==> config.mk <==
export PLATFORM = sky130hd
export DESIGN_NAME = cpu_bus_controller
export DESIGN_NICKNAME = d
export VERILOG_FILES = /design/src/rtl/cpu_bus_controller.sv
export SDC_FILE = /design/constraint.sdc
export NUM_CORES = 1
export LEC_CHECK = 0
export ABC_CLOCK_PERIOD_IN_PS = 2100
export BUFFER_PORTS_ARGS = -buffer_cell sky130_fd_sc_hd__buf_2
export CAP_MARGIN = 5
export CORE_MARGIN = 2
export CORE_UTILIZATION = 42
export DETAILED_ROUTE_END_ITERATION = 12
export PLACE_DENSITY_LB_ADDON = 0.25
export SLEW_MARGIN = 25
export SYNTH_ARGS = -nofsm -noshare
export SYNTH_HDL_FRONTEND = slang
export SYNTH_SLANG_ARGS = --single-unit
==> constraint.sdc <==
create_clock -name clk -period 2.1 [get_ports clk]
set_input_delay 0.42 -clock clk [delete_from_list [all_inputs] [get_ports clk]]
set_output_delay 0.42 -clock clk [all_outputs]
set_load 0.02 [all_outputs]
==> src/rtl/cpu_bus_controller.sv <==
// ---------------------------------------------------------------------------
// cpu_bus_controller
//
// Generates a divided CPU clock from the system clock, decodes the CPU
// address into ROM / VDP / IO / RAM selects, captures read data for the CPU,
// issues single-cycle write strobes, and holds a bank of 8-bit IO output
// registers.
//
// The CPU cycle is driven by a free-running phase counter. Its MSB is
// cpu_clk. The last count of the low phase is the "commit" cycle. In that
// cycle every read or write of the bus cycle takes effect, so cpu_di and the
// IO registers update on the same clk edge on which cpu_clk rises. A
// peripheral can extend the low phase by asserting stretch at that count.
//
// Parameters
//   CPU_DIV_W  cpu_clk period = 2^CPU_DIV_W clk cycles (CPU_DIV_W >= 2)
//   NUM_PORTS  number of 8-bit IO output registers (1..16)
//   IO_BASE    address of IO port 0
//
// Ports
//   clk        system clock, the only clock
//   reset_n    asynchronous active-low reset
//   cpu_addr   CPU address bus
//   cpu_we     CPU write enable (1 = write)
//   cpu_do     CPU write data
//   rom_data   ROM read data
//   ram_data   RAM read data
//   vdp_data   VDP read data
//   stretch    wait request; holds the last low-phase count while high
//   cpu_clk    divided CPU clock
//   cpu_di     registered CPU read data
//   rom_sel    combinational address decode: ROM
//   vdp_sel    combinational address decode: VDP
//   io_sel     combinational address decode: IO ports
//   ram_sel    combinational address decode: RAM
//   ram_we     RAM write strobe, commit cycle only
//   vdp_rd     VDP read level, asserted during the low phase
//   vdp_wr     VDP write strobe, commit cycle only
//   io_ports   IO registers; port n occupies bits [8n+7:8n]
// ---------------------------------------------------------------------------
module cpu_bus_controller #(
  parameter int          CPU_DIV_W = 2,
  parameter int          NUM_PORTS = 4,
  parameter logic [15:0] IO_BASE   = 16'h8400
) (
  input  logic                   clk,
  input  logic                   reset_n,
  input  logic [15:0]            cpu_addr,
  input  logic                   cpu_we,
  input  logic [7:0]             cpu_do,
  input  logic [7:0]             rom_data,
  input  logic [7:0]             ram_data,
  input  logic [7:0]             vdp_data,
  input  logic                   stretch,
  output logic                   cpu_clk,
  output logic [7:0]             cpu_di,
  output logic                   rom_sel,
  output logic                   vdp_sel,
  output logic                   io_sel,
  output logic                   ram_sel,
  output logic                   ram_we,
  output logic                   vdp_rd,
  output logic                   vdp_wr,
  output logic [8*NUM_PORTS-1:0] io_ports
);

  // Last count of the low phase of cpu_clk.
  localparam logic [CPU_DIV_W-1:0] LAST_LOW = CPU_DIV_W'((1 << (CPU_DIV_W - 1)) - 1);

  // One past the highest IO address. It is 17 bits wide so that a port range
  // ending at 16'hFFFF does not wrap.
  localparam logic [16:0] IO_END = {1'b0, IO_BASE} + 17'(NUM_PORTS);

  logic [CPU_DIV_W-1:0] cnt_reg;
  logic [CPU_DIV_W-1:0] cnt_next;
  logic                 at_last_low;
  logic                 commit;
  logic [7:0]           cpu_di_reg;
  logic [15:0]          io_off;
  logic [7:0]           io_rd_data;
  logic [7:0]           rd_data;
  logic                 io_wr;
  logic [7:0]           io_reg [NUM_PORTS];

  // -------------------------------------------------------------------------
  // Phase counter / cpu_clk
  // -------------------------------------------------------------------------
  assign at_last_low = (cnt_reg == LAST_LOW);
  assign commit      = at_last_low && !stretch;

  // stretch has an effect only at LAST_LOW. Holding the counter there keeps
  // commit from firing again, so a stretched cycle still yields one access.
  always_comb begin
    cnt_next = cnt_reg + CPU_DIV_W'(1);
    if (at_last_low && stretch) begin
      cnt_next = cnt_reg;
    end
  end

  always_ff @(posedge clk or negedge reset_n) begin
    if (!reset_n) begin
      cnt_reg <= '0;
    end else begin
      cnt_reg <= cnt_next;
    end
  end

  // The counter is a register, so its MSB is already a glitch-free
  // registered clock.
  assign cpu_clk = cnt_reg[CPU_DIV_W-1];

  // -------------------------------------------------------------------------
  // Address decode
  // -------------------------------------------------------------------------
  assign io_off  = cpu_addr - IO_BASE;
  assign rom_sel = (cpu_addr[15:13] == 3'b111);
  assign vdp_sel = (cpu_addr[15:8] == 8'hC0);
  assign io_sel  = (cpu_addr >= IO_BASE) && ({1'b0, cpu_addr} < IO_END);
  assign ram_sel = !(rom_sel || vdp_sel || io_sel);

  // -------------------------------------------------------------------------
  // Strobes
  // -------------------------------------------------------------------------
  // The counter is 0 during reset, so commit and both strobes are low then.
  assign ram_we = commit && cpu_we && ram_sel;
  assign vdp_wr = commit && cpu_we && vdp_sel;
  assign vdp_rd = !cpu_clk && !cpu_we && vdp_sel;
  assign io_wr  = commit && cpu_we && io_sel;

  // -------------------------------------------------------------------------
  // IO output registers
  // -------------------------------------------------------------------------
  genvar gi;
  generate
    for (gi = 0; gi < NUM_PORTS; gi++) begin : g_io_port
      always_ff @(posedge clk or negedge reset_n) begin
        if (!reset_n) begin
          io_reg[gi] <= 8'h00;
        end else if (io_wr && (io_off == 16'(gi))) begin
          io_reg[gi] <= cpu_do;
        end
      end
      assign io_ports[8*gi +: 8] = io_reg[gi];
    end
  endgenerate

  // -------------------------------------------------------------------------
  // Read path
  // -------------------------------------------------------------------------
  always_comb begin
    io_rd_data = 8'h00;
    for (int i = 0; i < NUM_PORTS; i++) begin
      if (io_off == 16'(i)) begin
        io_rd_data = io_reg[i];
      end
    end
  end

  always_comb begin
    if (rom_sel) begin
      rd_data = rom_data;
    end else if (vdp_sel) begin
      rd_data = vdp_data;
    end else if (io_sel) begin
      rd_data = io_rd_data;
    end else begin
      rd_data = ram_data;
    end
  end

  // The load happens on the same edge on which cpu_clk rises.
  always_ff @(posedge clk or negedge reset_n) begin
    if (!reset_n) begin
      cpu_di_reg <= 8'h00;
    end else if (commit && !cpu_we) begin
      cpu_di_reg <= rd_data;
    end
  end

  assign cpu_di = cpu_di_reg;

endmodule

# Word-level counts from Yosys, hierarchy flattened
# Cells that the tools add are included.
[classes]
add_sub_neg = 2
n_mul = 0
n_div = 0
magnitude_cmp = 2
eq_ne = 6
shift = 0
mux = 7
bitwise = 0
reduce_logical = 21
[ops]
columns = ["cell", "n"]
rows = [
  ["$mux W8", 7],
  ["$eq A16 B2 Y1 const B", 2],
  ["$eq A16 B1 Y1 const B", 1],
  ["$ge A16 B16 Y1 const B", 1],
  ["$logic_not A16 Y1", 1],
  ["$lt A16 B16 Y1 const B", 1],
  ["$sub A16 B16 Y16 const B", 1],
  ["$logic_and A1 B1 Y1", 14],
  ["$eq A8 B8 Y1 const B", 1],
  ["$logic_not A1 Y1", 4],
  ["$eq A3 B3 Y1 const B", 1],
  ["$add A2 B1 Y2 const B", 1],
  ["$eq A2 B1 Y1 const B", 1],
  ["$logic_or A1 B1 Y1", 2],
]
[word_totals]
register_bits = 42
latch_bits = 0
ram_bits = 0
mem_bits_ro = 0
input_bits = 52
output_inout_bits = 48
elab_cells = 44
n_memories = 0

# Depth between registers and ports, before layout
# Gate-level depths: netlist of run 1.
[logic_depth]
ltp_word = 9
mapped_depth = 8
mapped_depth_nobuf = 6

# Worst setup path before layout of run 1
# Ideal clock, no wire load.
[synth_timing]
kind = "input -> register"
startpoint = "input cpu_addr[8]"
endpoint = "register io_reg (netlist bit io_ports[24])"
setup_ns = 0.125
arrival_ns = 2.398
t_required_ns = 1.975
setup_slack_ns = -0.423
path_stages = 6
path_buffers = 2
cell_sequence = "or4_4 > or3_1 > buf_6 > or4_4 > buf_6 > mux2_4"
[synth_between]
elab_chain_cells = 4
word_cells_on_any_way = 7
classes_between = "add/sub (1); order compare (2); eq/ne (1); reduce/logical (3)"
[synth_lines]
columns = ["item", "line", "source"]
rows = [
  ["from (decl)", "48", "input logic [15:0] cpu_addr,"],
  ["parallel branches: the longest is 3 deep, another holds $sub A16 B16 Y16", "--", ""],
  ["$logic_and A1 B1 Y1 (*)", "139", "end else if (io_wr && (io_off == 16'(gi))) begin"],
  ["to (signal, indexed assignment)", "140", "io_reg[gi] <= cpu_do;"],
  ["to (decl)", "83", "logic [7:0] io_reg [NUM_PORTS];"],
]
# Mark *: on every way between the ends.
# A chain may end at the register's enable or synchronous reset.

# Final worst setup path of run 1
[layout_timing]
startpoint = "input cpu_addr[7]"
endpoint = "register io_reg (netlist bit io_ports[27])"
# The elaborated chain is that of the path after synthesis.

==> reports/metrics.yaml, run 1 <==
internal_power_w: 0.00152
cp.arrival_ns: 2.38
totalNegativeSetupSlack_ns: -1.22
end_kind: "register"
netSwitchingFraction_pct: 30.5
hp-class: "in2async"
clock_latency_ns: 0.30
port_buffers: 99
antenna_found_initial: 0
fin_nets: 346
synth_seq_cells: 42
worstPathCellList: "buf_6 > or4b_4 > or3_4 > or4_4 > mux2_4"
grt_pass1_wl_um: 9000
antenna_cells: 0
synthDistinctLibCells: 30
synth.top_cell.area_share_pct: 48.7
yosys_warnings: 0
mappedNetlistNets: 219
period_share_pct: 105
clock-root-buffer: "clkbuf_8"
grt_usage_pct: 21.5
place_hpwl_um: 4730
critPathRequiredTime_ns: 2.28
clock_skew_ns: 0.0110
cts_tree: "yes"
fin_crit_ns: 2.20
seq_power_share_pct: 43.7
cp_num_buf_inv: 1
netlist_area_mm2: 0.00216
drive_gt1_share_pct: 65.3
path_depth: 5
syn_inst: 166
syn_avg_cell_area_um2: 13.0
std_cell_rows: 26
viasPerCell: 5.30
nFillCells: 414
maxSlewViolCount: 0
drtPass1Iterations: 5
setup_viol: 24
p_leak_nw: 1.69
layout_commonest_cell: "buf_2"
hold_violations: 0
rsz0062_at_grt: "true"
drc: 0
whs_ns: 0.0523
combPwrFrac_pct: 27.1
cp-start-kind: "input pin"
critPathKind: "in2reg"
rr_worst_depth: 8
setup_ws_ns: -0.0956
status: "finished, violations left"
cpLargestDelayFamily: "simple AND/OR/NAND/NOR gates"
rr_endpoint: "io_ports[23]"
r2r-start: "cnt_reg[1]"
ys_seq_area_share_pct: 48.7
die_w_um: 75.7
grt_pass1_vias: 1821
path_clk_slew_ns: 0.09
grt-ovfl-total: 0
ir_drop_mv: 0.322
cp_max_fo: 8
synthTopCellsByArea: "dfrtp_1 49%, mux2_2 13%, mux4_2 8.3%"
power_switching_w: 0.000669
violations: "setup timing"
tightest_slew_ns: 0.479
vias: 1928
final_cell_mix: "96 x buf_2, 42 x dfrtp_1, 32 x mux2_4"
die_y_um: 75.7
crit_path_start: "cpu_addr[7]"
utilization_pct: 63.1
finalWirelength_um: 6170
drtIter0Drc: 55
drv_cap: 0
htree_levels: 2
die_area_mm2: 0.00573
crit_path_end: "io_ports[27]"
pwr-share-clk_pct: 29.2
cts_made_buffers: 5
relSlewSlack_pct: 68.0
wl_per_cell_um: 17.0
clk_path_buf_depth: 2
start_util_pct: 42.8
critPathSlowestCell: "or4_4"
max_freq_mhz: 455
largest_reg_flops: 32
synth_top_area_cell: "dfrtp_1"
cts.sinks: 42
grt_max_degree: 20
pin_count: 100
core_area_mm2: 0.00504
fin_area_mm2: 0.00318
syn2layout_area_growth_pct: 47.4
p_per_area_mw_per_mm2: 689
slowest_delay_ns: 0.55
placed_cell_area_mm2: 0.00296
reg2reg_slack_ns: 0.03
total_power_w: 0.00219
place.gp.congestion: 0.881
ant_nets: 0
-- power groups by stage --
stage	clock (W)	combinational (W)	sequential, W
floorplan	0	0.000200	0.00108
global placement	0	0.000547	0.000967
detailed placement	0	0.000557	0.000973
CTS	0.000656	0.000565	0.000957
global route	0.000681	0.000655	0.000967
finish	0.000638	0.000594	0.000957
-- layout make-up --
class / instances / area [µm²] / area share (%)
clock inverter: 3 / 40.0 / 1.26
multi-input combinational: 110 / 1160 / 36.6
tap: 70 / 87.6 / 2.75
clock buffer: 5 / 68.8 / 2.16
timing repair buffer: 130 / 754 / 23.7
sequential: 42 / 1050 / 33.0
inverter: 4 / 15.0 / 0.472
-- synthesized netlist by cell type --
master / n
dfrtp_1: 42
mux2_2: 24
nand2_1: 11
a21oi_1: 9
a31oi_1: 8
mux2_4: 8
mux4_2: 8
nand3_1: 8
o22ai_1: 8
clkbuf_1: 7
inv_1: 4
nor4_1: 3
nor4_4: 3
or4_4: 3
buf_6: 2
nand2b_1: 2
nor2_1: 2
nor3_1: 2
and3_1: 1
buf_1: 1
ha_1: 1
nand3b_1: 1
nor3b_1: 1
nor4_2: 1
nor4bb_1: 1
or2_2: 1
or3_1: 1
or4_2: 1
or4b_1: 1
xor2_1: 1
-- what timing repair did --
action	in CTS	in global routing
gates resized for setup	11	8
pin swaps	9	1
setup buffers	1	3
hold buffers	0	0
endpoints found under the setup margin	34	35
-- through the flow --
stage | setup slack (ns) | std cells
after floorplan | -0.423 | 166
after detailed placement | -0.537 | 352
after CTS | -0.0677 | 361
final | -0.0956 | 364
after global placement | -0.527 | 352
after global routing | -0.111 | 364
-- cells by family after synthesis --
kind of cell	count (synthesis)	share of synthesized area, %
AOI/OAI and AO/OA	25	6.72
xor gates and xnor gates	1	0.406
adders and majority gates	1	0.580
buffers and inverters	14	3.13
DFF	42	48.7
muxes	40	26.4
and+or+nand+nor	43	14.0
-- worst min-delay path by stage --
stage,cells after the start,slack (ns),startpoint,to
3_5_place_dp,1,0.39,reset_n,cpu_di[4]
3_3_place_gp,1,0.39,reset_n,cpu_di[4]
5_1_grt,1,0.07,reset_n,cpu_di[4]
4_1_cts,1,0.06,reset_n,cpu_di[4]
2_1_floorplan,0,0.12,reset_n,cnt_reg[0]
6_report,1,0.05,reset_n,cpu_di[4]
-- per-layer routing --
metal  global-route usage (%)  vias up  part of all wire, %
met4                     5.85        0                  1.5
met5                        0        -                    0
li1                         -      891                    -
met2                     34.4       95                   45
met1                     29.5      928                   46
met3                     5.16       14                  7.1
(Power assumes the default switching activity.)
==> inputs of run 2 (changes only) <==
==> constraint.sdc (replaced) <==
create_clock -name clk -period 2.1 [get_ports clk]
set_input_delay 0.42 -clock clk [delete_from_list [all_inputs] [get_ports clk]]
set_output_delay 0.42 -clock clk [all_outputs]
set_load 0.005 [all_outputs]
==> reports/metrics.yaml, run 2 (synthesis results as in run 1) <==
drv_cap: 0  # unchanged
cts.sinks: 42  # unchanged
setup_ws_ns: -0.0809  # +0.0147 ns
hold_violations: 0  # unchanged
crit_path_start: "cpu_addr[7]"
fin_crit_ns: 2.18  # -0.0147 ns
reg2reg_slack_ns: -0.01  # -0.04 ns
clock-root-buffer: "clkbuf_8"
cp_max_fo: 8  # unchanged
hp-class: "in2async"
vias: 1910  # -0.93%
status: "finished, violations left"
layout_commonest_cell: "buf_2"
totalNegativeSetupSlack_ns: -1.07  # +0.153 ns
tightest_slew_ns: 0.472  # -0.00776 ns
antenna_cells: 0  # unchanged
cts_made_buffers: 5  # unchanged
place_hpwl_um: 4800  # +1.5%
grt_pass1_vias: 1866  # +2.5%
seq_power_share_pct: 43.7  # about the same
cp.arrival_ns: 2.37  # about the same
rr_endpoint: "io_ports[0]"
std_cell_rows: 26  # unchanged
clock_latency_ns: 0.31  # about the same
wl_per_cell_um: 17.2  # +1.3%
drtIter0Drc: 43  # -22%
placed_cell_area_mm2: 0.00295  # -0.25%
pwr-share-clk_pct: 35.4  # +6.2 points
fin_area_mm2: 0.00318  # -0.16%
finalWirelength_um: 6190  # +0.23%
drc: 0  # unchanged
port_buffers: 99  # unchanged
syn2layout_area_growth_pct: 47.1
pin_count: 100  # unchanged
clk_path_buf_depth: 2  # unchanged
viasPerCell: 5.31  # +0.17%
combPwrFrac_pct: 20.9  # -6.2 points
rsz0062_at_grt: "true"
cp-start-kind: "input pin"
grt-ovfl-total: 0  # unchanged
maxSlewViolCount: 0  # unchanged
placed_cells: 351  # -0.28%
fin_cells: 360  # -1.1%
setup_viol: 25  # +4.2%
rr_worst_depth: 8  # unchanged
largest_reg_flops: 32  # unchanged
final_cell_mix: "96 x buf_2, 42 x dfrtp_1, 29 x mux2_4"
p_per_area_mw_per_mm2: 691  # +0.29%
ir_drop_mv: 0.432  # +34%
grt_max_degree: 20  # unchanged
netSwitchingFraction_pct: 26.0  # -4.5 points
ant_nets: 0  # unchanged
crit_path_end: "io_ports[27]"
core_area_mm2: 0.00504  # unchanged
period_share_pct: 104  # -0.70 points
p_leak_nw: 1.67  # -0.71%
path_clk_slew_ns: 0.09  # about the same
fin_nets: 342  # -1.2%
clock_skew_ns: 0.0123  # +0.00133 ns
htree_levels: 2  # unchanged
end_kind: "register"
grt_usage_pct: 21.9  # +0.45 points
critPathRequiredTime_ns: 2.29  # about the same
die_w_um: 75.7  # unchanged
r2r-start: "cnt_reg[1]"
start_util_pct: 42.8  # unchanged
place.gp.congestion: 0.869  # -1.5%
grt_pass1_wl_um: 9140  # +1.6%
critPathKind: "in2reg"
power_switching_w: 0.000570  # -15%
die_y_um: 75.7  # unchanged
internal_power_w: 0.00162  # +6.7%
drtPass1Iterations: 4  # -1
drive_gt1_share_pct: 64.8  # -0.48 points
relSlewSlack_pct: 68.5  # +0.52 points
die_area_mm2: 0.00573  # unchanged
violations: "setup timing"
max_freq_mhz: 459  # +0.67%
antenna_found_initial: 0  # unchanged
cts_tree: "yes"
run 2: cell types whose count changed in the layout (fill, tap and decap cells not counted):
| cell | delta |
|---|---|
| buf_6 | +2 |
| mux2_4 | -3 |
| clkinv_4 | +1 |
| buf_4 | -6 |
| bufinv_16 | +1 |
| clkinv_2 | -2 |
| mux2_2 | +3 |
run 2: cell type report:
class,count,area [µm²]
Fill cell,405,1870
Multi-Input combinational cell,110,1150
Sequential cell,42,1050
Timing Repair Buffer,126,732
Tap cell,70,87.6
Clock buffer,5,68.8
Clock inverter,3,68.8
Inverter,4,15.0
run 2: what timing repair did:
item | CTS | global route
hold buffers | 0 | 0
setup buffers | 1 | 0
hold endpoints to repair | 0 | 0
pin swaps | 9 | 3
setup endpoints to repair | 34 | 34
resized for setup | 6 | 11
run 2: critical path, stage by stage:
cell	delay, ns
buf_6	0.09
or4b_4	0.53
or3_4	0.44
or4_4	0.55
mux2_4	0.34
run 2: worst min-delay path by stage:
stage | slack (ns) | to | from | depth (start not counted)
2_1_floorplan | 0.12 | cnt_reg[0] | reset_n | 0
3_3_place_gp | 0.39 | cpu_di[4] | reset_n | 1
3_5_place_dp | 0.40 | cpu_di[4] | reset_n | 1
4_1_cts | 0.06 | cpu_di[4] | reset_n | 1
5_1_grt | 0.07 | cpu_di[4] | reset_n | 1
6_report | 0.04 | cpu_di[4] | reset_n | 1
run 2: per-layer routing:
metal	global-route usage [%]	part of all wire, %	vias up
met2	35.9	46	103
li1	-	-	873
met1	29.3	44	923
met4	6.63	1.7	0
met5	0	0	-
met3	4.89	7.9	11
run 2: power groups by stage:
stage	logic, W	registers (W)	clock network (W)
floorplan	0.000196	0.000983	0
global placement	0.000438	0.000968	0
detailed placement	0.000451	0.000975	0
CTS	0.000456	0.000958	0.000788
global route	0.000518	0.000972	0.000822
finish	0.000458	0.000959	0.000776
run 2: through the flow:
stage / utilization [%] / setup WS, ns / power, W / hold slack (ns)
after floorplan: - / -0.423 / 0.00118 / 0.124
after global placement: 58.5 / -0.528 / 0.00141 / 0.393
after detailed placement: 58.5 / -0.557 / 0.00143 / 0.397
after CTS: 62.1 / -0.0682 / 0.00220 / 0.0557
after global routing: 63.0 / -0.123 / 0.00231 / 0.0719
final: 63.0 / -0.0809 / 0.00219 / 0.0441
